[src/rtl/ram_block_mover.sv]
// ram_block_mover: COPY/FILL block jobs over a single-port synchronous RAM (1-cycle read latency).
// Registered address/we; COPY write data comes straight from the RAM output of the preceding READ.
module ram_block_mover #(
    parameter int ADDR_WIDTH = 12,
    parameter int DATA_WIDTH = 8
) (
    input  logic                  clk,
    input  logic                  reset_n,
    input  logic                  start,
    input  logic                  op,
    input  logic [ADDR_WIDTH-1:0] src_addr,
    input  logic [ADDR_WIDTH-1:0] dst_addr,
    input  logic [ADDR_WIDTH:0]   length,
    input  logic [DATA_WIDTH-1:0] fill_value,
    output logic                  busy,
    output logic                  done,
    output logic [ADDR_WIDTH-1:0] mem_addr,
    output logic                  mem_we,
    output logic [DATA_WIDTH-1:0] mem_wdata,
    input  logic [DATA_WIDTH-1:0] mem_rdata
);
    typedef enum logic [1:0] {IDLE, READ, WRITE, FINISH} state_t;
    localparam logic [ADDR_WIDTH:0] REM_ONE = {{ADDR_WIDTH{1'b0}}, 1'b1};
    state_t                state_q, state_d;
    logic                  op_q, op_d;
    logic [ADDR_WIDTH-1:0] src_q, src_d, dst_q, dst_d, addr_q, addr_d;
    logic [ADDR_WIDTH:0]   rem_q, rem_d;
    logic [DATA_WIDTH-1:0] fill_q, fill_d;
    logic                  we_q, we_d;
    always_comb begin
        state_d = state_q;
        op_d    = op_q;
        src_d   = src_q;
        dst_d   = dst_q;
        rem_d   = rem_q;
        fill_d  = fill_q;
        unique case (state_q)
            IDLE: if (start) begin
                op_d    = op;
                src_d   = src_addr;
                dst_d   = dst_addr;
                rem_d   = length;
                fill_d  = fill_value;
                state_d = (length == '0) ? FINISH : op ? WRITE : READ;
            end
            READ: state_d = WRITE;
            WRITE: begin
                src_d   = src_q + 1'b1;
                dst_d   = dst_q + 1'b1;
                rem_d   = rem_q - 1'b1;
                state_d = (rem_q == REM_ONE) ? FINISH : op_q ? WRITE : READ;
            end
            FINISH: state_d = IDLE;
            default: state_d = IDLE;
        endcase
        // Address and we are registered, so they are derived from the state being entered
        addr_d = (state_d == READ) ? src_d : (state_d == WRITE) ? dst_d : addr_q;
        we_d   = (state_d == WRITE);
    end
    always_ff @(posedge clk) begin
        if (!reset_n) begin
            state_q <= IDLE;
            op_q    <= 1'b0;
            src_q   <= '0;
            dst_q   <= '0;
            rem_q   <= '0;
            fill_q  <= '0;
            addr_q  <= '0;
            we_q    <= 1'b0;
        end else begin
            state_q <= state_d;
            op_q    <= op_d;
            src_q   <= src_d;
            dst_q   <= dst_d;
            rem_q   <= rem_d;
            fill_q  <= fill_d;
            addr_q  <= addr_d;
            we_q    <= we_d;
        end
    end
    assign busy      = (state_q == READ) || (state_q == WRITE);
    assign done      = (state_q == FINISH);
    assign mem_addr  = addr_q;
    assign mem_we    = we_q;
    assign mem_wdata = op_q ? fill_q : mem_rdata;
endmodule

[config.mk]
export PLATFORM = sky130hd
export DESIGN_NAME = ram_block_mover
export DESIGN_NICKNAME = d
export VERILOG_FILES = /design/src/rtl/ram_block_mover.sv
export SDC_FILE = /design/constraint.sdc
export NUM_CORES = 1
export LEC_CHECK = 0
export BUFFER_PORTS_ARGS = -buffer_cell sky130_fd_sc_hd__buf_2
export CORE_MARGIN = 10
export CORE_UTILIZATION = 50
export CTS_CLUSTER_DIAMETER = 50
export DETAILED_ROUTE_END_ITERATION = 8
export PLACE_DENSITY = 0.75
export SYNTH_ARGS = -nofsm -noshare
export SYNTH_HDL_FRONTEND = slang
export SYNTH_SLANG_ARGS = --single-unit
[constraint.sdc]
create_clock -name clk -period 7.3 [get_ports clk]
set_input_delay 0.365 -clock clk [delete_from_list [all_inputs] [get_ports clk]]
set_output_delay 0.365 -clock clk [all_outputs]
set_load 0.05 [all_outputs]
==> results of run 1 <==
[sequential cells by signal, indices dropped and copies added, names as in the netlist]
name,cells
op_q,1
rem_q,13
mem_we,1
state_q,2
src_q,12
mem_addr,12
fill_q,8
dst_q,12
[critical path: stages, from the launching register on]
cell and delay (ns):
dfxtp_1 0.42, ha_1 0.73, buf_4 0.42, inv_1 0.37, o21ai_1 0.94, o21ai_0 0.22, a221oi_1 0.33
[power groups by stage]
stage / Sequential (µW) / Clock [µW] / Combinational [µW]
final: 435 / 339 / 407
after global routing: 442 / 359 / 443
after CTS: 434 / 344 / 405
after detailed placement: 441 / 0 / 403
after global placement: 438 / 0 / 396
after floorplan: 485 / 0 / 259
[area by class of cell]
| cell class | count | area, µm² | share of cell area, % |
|---|---|---|---|
| multi-input combinational | 319 | 2120 | 51.2 |
| timing repair buffer | 80 | 403 | 9.73 |
| tap | 96 | 120 | 2.90 |
| inverter | 17 | 63.8 | 1.54 |
| clock buffer | 11 | 141 | 3.41 |
| sequential | 61 | 1220 | 29.5 |
| clock inverter | 4 | 72.6 | 1.75 |
[synthesized netlist by cell type, drive strengths merged, types with 5 or more instances]
library cell	n	area (µm²)
a22oi	5	37.5
nor4	8	77.6
ha	9	113
buf	14	76.3
clkbuf	14	52.6
a221oi	8	70.1
nor3	7	35.0
a21oi	27	135
o211ai	7	52.6
a222oi	6	60.1
and2	5	31.3
mux2	12	135
nor2	55	206
inv	17	63.8
nand2	41	154
xnor2	8	70.1
o21ai	13	65.1
o221ai	6	52.6
nand4	8	56.3
xor2	5	43.8
dfxtp	61	1220
nand3	18	105
o21a	5	37.5
a31oi	8	50.1
mux2i	16	160
[routing by layer]
| layer | part of all wire [%] | track usage [%] | routed length, µm | vias to the layer above |
|---|---|---|---|---|
| li1 | - | - | - | 1701 |
| met1 | 46 | 23.3 | 4580 | 1651 |
| met2 | 46 | 28.3 | 4650 | 134 |
| met3 | 6.4 | 3.78 | 645 | 15 |
| met4 | 1.7 | 7.55 | 169 | 0 |
| met5 | 0 | 0 | 0 | - |
[logic make-up (layout without fill, tap and decap cells)]
logic type                 count (synthesis)  count (layout)  synth area share [%]
AOI/OAI and AO/OA                        111             111                  22.8
buffers and inverters                     45             112                  5.46
adders and majority gates                  9               9                  3.19
DFF                                       61              61                  34.6
xor gates and xnor gates                  13              13                  3.23
muxes                                     28              28                  8.37
and+or+nand+nor                          158             158                  22.4
[metrics by stage]
step,setup WS [ns],cell area (µm²),total power (µW),utilization (%),std cells
2_1_floorplan,4.92,3530,744,-,425
3_3_place_gp,4.03,3930,835,57.5,573
3_5_place_dp,3.87,3930,844,57.5,573
4_1_cts,3.86,4140,1180,60.6,588
5_1_grt,3.42,4140,1240,60.6,588
6_report,3.75,4140,1180,60.6,588
[worst paths after layout]
kind,startpoint,end
worst max register to register,state_q[1]$_SDFF_PN0_,rem_q[0]$_SDFFE_PN0P_
worst min register to register,fill_q[7]$_SDFFE_PN0P_,fill_q[7]$_SDFFE_PN0P_
worst min-delay path,fill_value[7],fill_q[7]$_SDFFE_PN0P_
worst max-delay path,state_q[1]$_SDFF_PN0_,rem_q[0]$_SDFFE_PN0P_
==> results.ini, run 1 <==
[outcome]
status=complete, no violations

[sta]
maxSlewHeadroom_pct=28.8
hold_viol=0
fin_skew_ns=0.00898
slew_violations=0
min_period_ns=3.55
setup_viol=0
rsz0062_at_grt=no
timing.final.crit_share_pct=48.6
fin_hold_ws_ns=0.247
setup_tns_ns=0
max_freq_ghz=0.282
tightest_slew_ns=1.06

[finish]
fillCellCount=624
antennaDiodeCount=0
drive_gt1_share_pct=25.2
fin_nets=554
mostFrequentLayoutCell=buf_2
final_cell_mix=buf_2, dfxtp_1, nor2_1, nand2_1, a21oi_1
area_growth_pct=17.3

[power_and_ir_drop]
switching_power_uw=462
seqPwrFrac_pct=36.8
swShare_pct=39.1
ir_drop_v=0.000180
p_clk_share_pct=28.7
p_leak_uw=0.00169
pwr-share-comb_pct=34.4
p_int_uw=719
power.density_nw_per_um2=285

[logic_synthesis]
ys_ff_latch=61
synth_cell_types=59
synth.avg_cell_area_um2=8.31
synth_edf_count=0
syn_inst=425
netlist_area_um2=3530
async_flop_share_pct=0
yosysWarningCount=0
synth_ff_type=dfxtp_1
ys_seq_area_share_pct=34.6
syn-num-nets=491

[placement]
place.gp.congestion=0.867
io_buffer_count=79
hpwl_um=7240

[critical_path]
path_class=flip-flop to flip-flop
critPathLaunchType=flip-flop
required_ns=7.55
reg2reg_depth=6
arrival_ns=3.80
crit_path_end_kind=flip-flop
path_max_fanout=27
r2r_slack_ns=3.75

[drt]
via_count=3501
ant_nets=0
drt_first_pass_iters=7
post_drt_via_cell_ratio=5.95
routed_wl_um=10000
drc=0
avgRoutedWirePerCell_um=17.1
drtIter0Drc=344

[cts]
cts_tree=built
cts_max_level=3
cts_resized=0
clk_latency_ns=0.35
cts_buffers=9
root_buffer=clkbuf_8
cts_sinks=61
cts_setup_buffers=0
cts_buffer_depth=2
postCtsHoldBufs=0
path_clk_slew_ns=0.07

[floorplan]
fp.dieH_um=104
io_pins=80
die-area_um2=10800
rows=30
core_area_um2=6830
initial_utilization_pct=51.7
die_w_um=104

[global_route]
antenna_found_initial=0
first_global_vias=3271
grt_start_max_net_pins=46
grt_use_total_pct=18.0
grt.overflow.total=0
grt_pass1_wl_um=16300

[min_path]
hold_depth=3
hold_class=input port to flip-flop

[job]
drv_cap=0

Note: power is estimated with default switching activity, not from simulation.
==> run 2: changes to the inputs <==
--- a/config.mk
+++ b/config.mk
@@ -7,10 +7,10 @@
 export LEC_CHECK = 0
 export BUFFER_PORTS_ARGS = -buffer_cell sky130_fd_sc_hd__buf_2
 export CORE_MARGIN = 10
-export CORE_UTILIZATION = 50
+export CORE_UTILIZATION = 49
 export CTS_CLUSTER_DIAMETER = 50
 export DETAILED_ROUTE_END_ITERATION = 8
-export PLACE_DENSITY = 0.75
+export PLACE_DENSITY = 0.76
 export SYNTH_ARGS = -nofsm -noshare
 export SYNTH_HDL_FRONTEND = slang
 export SYNTH_SLANG_ARGS = --single-unit
==> constraint.sdc (replaced) <==
create_clock -name clk -period 2.95 [get_ports clk]
set_input_delay 0.1475 -clock clk [delete_from_list [all_inputs] [get_ports clk]]
set_output_delay 0.1475 -clock clk [all_outputs]
set_load 0.05 [all_outputs]
==> results.ini, run 2 (same netlist as run 1, synthesis figures left out) <==
[drt]
drc=0
post_drt_via_cell_ratio=5.84
drt_first_pass_iters=8
avgRoutedWirePerCell_um=17.3
routed_wl_um=10300
ant_nets=0
via_count=3487
drtIter0Drc=284

[cts]
cts_resized=0
cts_max_level=3
postCtsHoldBufs=0
clk_latency_ns=0.34
cts_buffers=9
root_buffer=clkbuf_8
cts_buffer_depth=2
cts_sinks=61
path_clk_slew_ns=0.07
cts_tree=built
cts_setup_buffers=0

[global_route]
grt_use_total_pct=18.2
grt.overflow.total=0
first_global_vias=3452
grt_start_max_net_pins=46
antenna_found_initial=0
grt_pass1_wl_um=16900

[finish]
area_growth_pct=17.8
top_register=rem_q
drive_gt1_share_pct=26.3
antennaDiodeCount=0
fin_nets=563
fillCellCount=672
mostFrequentLayoutCell=buf_2
largest_register_ffs=13
final_cell_mix=buf_2, dfxtp_1, nor2_1, nand2_1, a21oi_1
layout.cells.non_filler=597

[floorplan]
die-area_um2=11000
die_w_um=105
rows=30
fp.dieH_um=105
io_pins=80
initial_utilization_pct=51.1
core_area_um2=6910

[sta]
slew_violations=0
setup_viol=0
setup_tns_ns=0
timing.final.ws_setup_ns=0.291
fin_skew_ns=0.00668
timing.final.crit_share_pct=90.1
fin_hold_ws_ns=0.0341
max_freq_ghz=0.376
min_period_ns=2.66
maxSlewHeadroom_pct=42.8
rsz0062_at_grt=no
tightest_slew_ns=0.854
hold_viol=0

[job]
drv_cap=0

[power_and_ir_drop]
power_uw=2780
p_leak_uw=0.00171
ir_drop_v=0.000322
power.density_nw_per_um2=669

[critical_path]
cpPeakStageDelay_ns=0.46
worstPathCellList=inv_1, ha_1, o21ai_0, a31oi_1, a311o_1, inv_1, ha_1, buf_4, nor2_1, a21boi_2, a32o_1
critPathLaunchType=flip-flop
crit_path_end_kind=flip-flop
arrival_ns=2.89
required_ns=3.18
cp_slowest_cell=ha_1
path_max_fanout=13
r2r_slack_ns=0.29
path_class=flip-flop to flip-flop

[placement]
post-place-ws_ns=0.351
place.gp.congestion=0.834
io_buffer_count=79
hpwl_um=7540
placed_cells=582

[min_path]
hold_class=input port to flip-flop

[outcome]
status=complete, no violations

run 2: cell type report:
class | instances | area, µm² | area share (%)
Tap cell | 96 | 120 | 2.89
Clock inverter | 4 | 25.0 | 0.602
Sequential cell | 61 | 1220 | 29.4
Multi-Input combinational cell | 319 | 2120 | 50.9
Inverter | 17 | 63.8 | 1.53
Clock buffer | 11 | 141 | 3.40
Timing Repair Buffer | 89 | 470 | 11.3
run 2: per-stage QoR:
step | area (µm²) | utilization, %
6_report | 4160 | 60.2
5_1_grt | 4160 | 60.2
2_1_floorplan | 3530 | -
3_5_place_dp | 3990 | 57.8
3_3_place_gp | 3990 | 57.8
4_1_cts | 4160 | 60.2
run 2: critical path: cells and delay by family, from the launching register on:
| family | cells | cell delay, ns |
|---|---|---|
| AOI/OAI and AO/OA | 5 | 0.94 |
| adders and majority gates | 2 | 0.81 |
| buffers and inverters | 3 | 0.37 |
| DFF | 1 | 0.33 |
| and+or+nand+nor | 1 | 0.09 |
run 2: power breakdown:
part	internal, µW	total [µW]	switching (µW)
sequential	948	1080	129
clock	320	656	336
combinational	367	1050	681
run 2: metal layers:
layer | up-vias | GRT usage (%) | share of wire, %
met1 | 1649 | 22.9 | 45
met5 | - | 0 | 0
met2 | 109 | 29.7 | 48
met4 | 0 | 6.08 | 1.5
li1 | 1715 | - | -
met3 | 14 | 4.12 | 5.9
run 2: path summary, 6_finish.rpt:
| check | start | end | cells past startpoint |
|---|---|---|---|
| worst max register to register | state_q[0]$_SDFF_PN0_ | mem_addr[8]$_SDFFE_PN0P_ | 11 |
| worst min register to register | fill_q[5]$_SDFFE_PN0P_ | fill_q[5]$_SDFFE_PN0P_ | 2 |
| worst min-delay path | fill_value[7] | fill_q[7]$_SDFFE_PN0P_ | 3 |
| worst max-delay path | state_q[0]$_SDFF_PN0_ | mem_addr[8]$_SDFFE_PN0P_ | 11 |
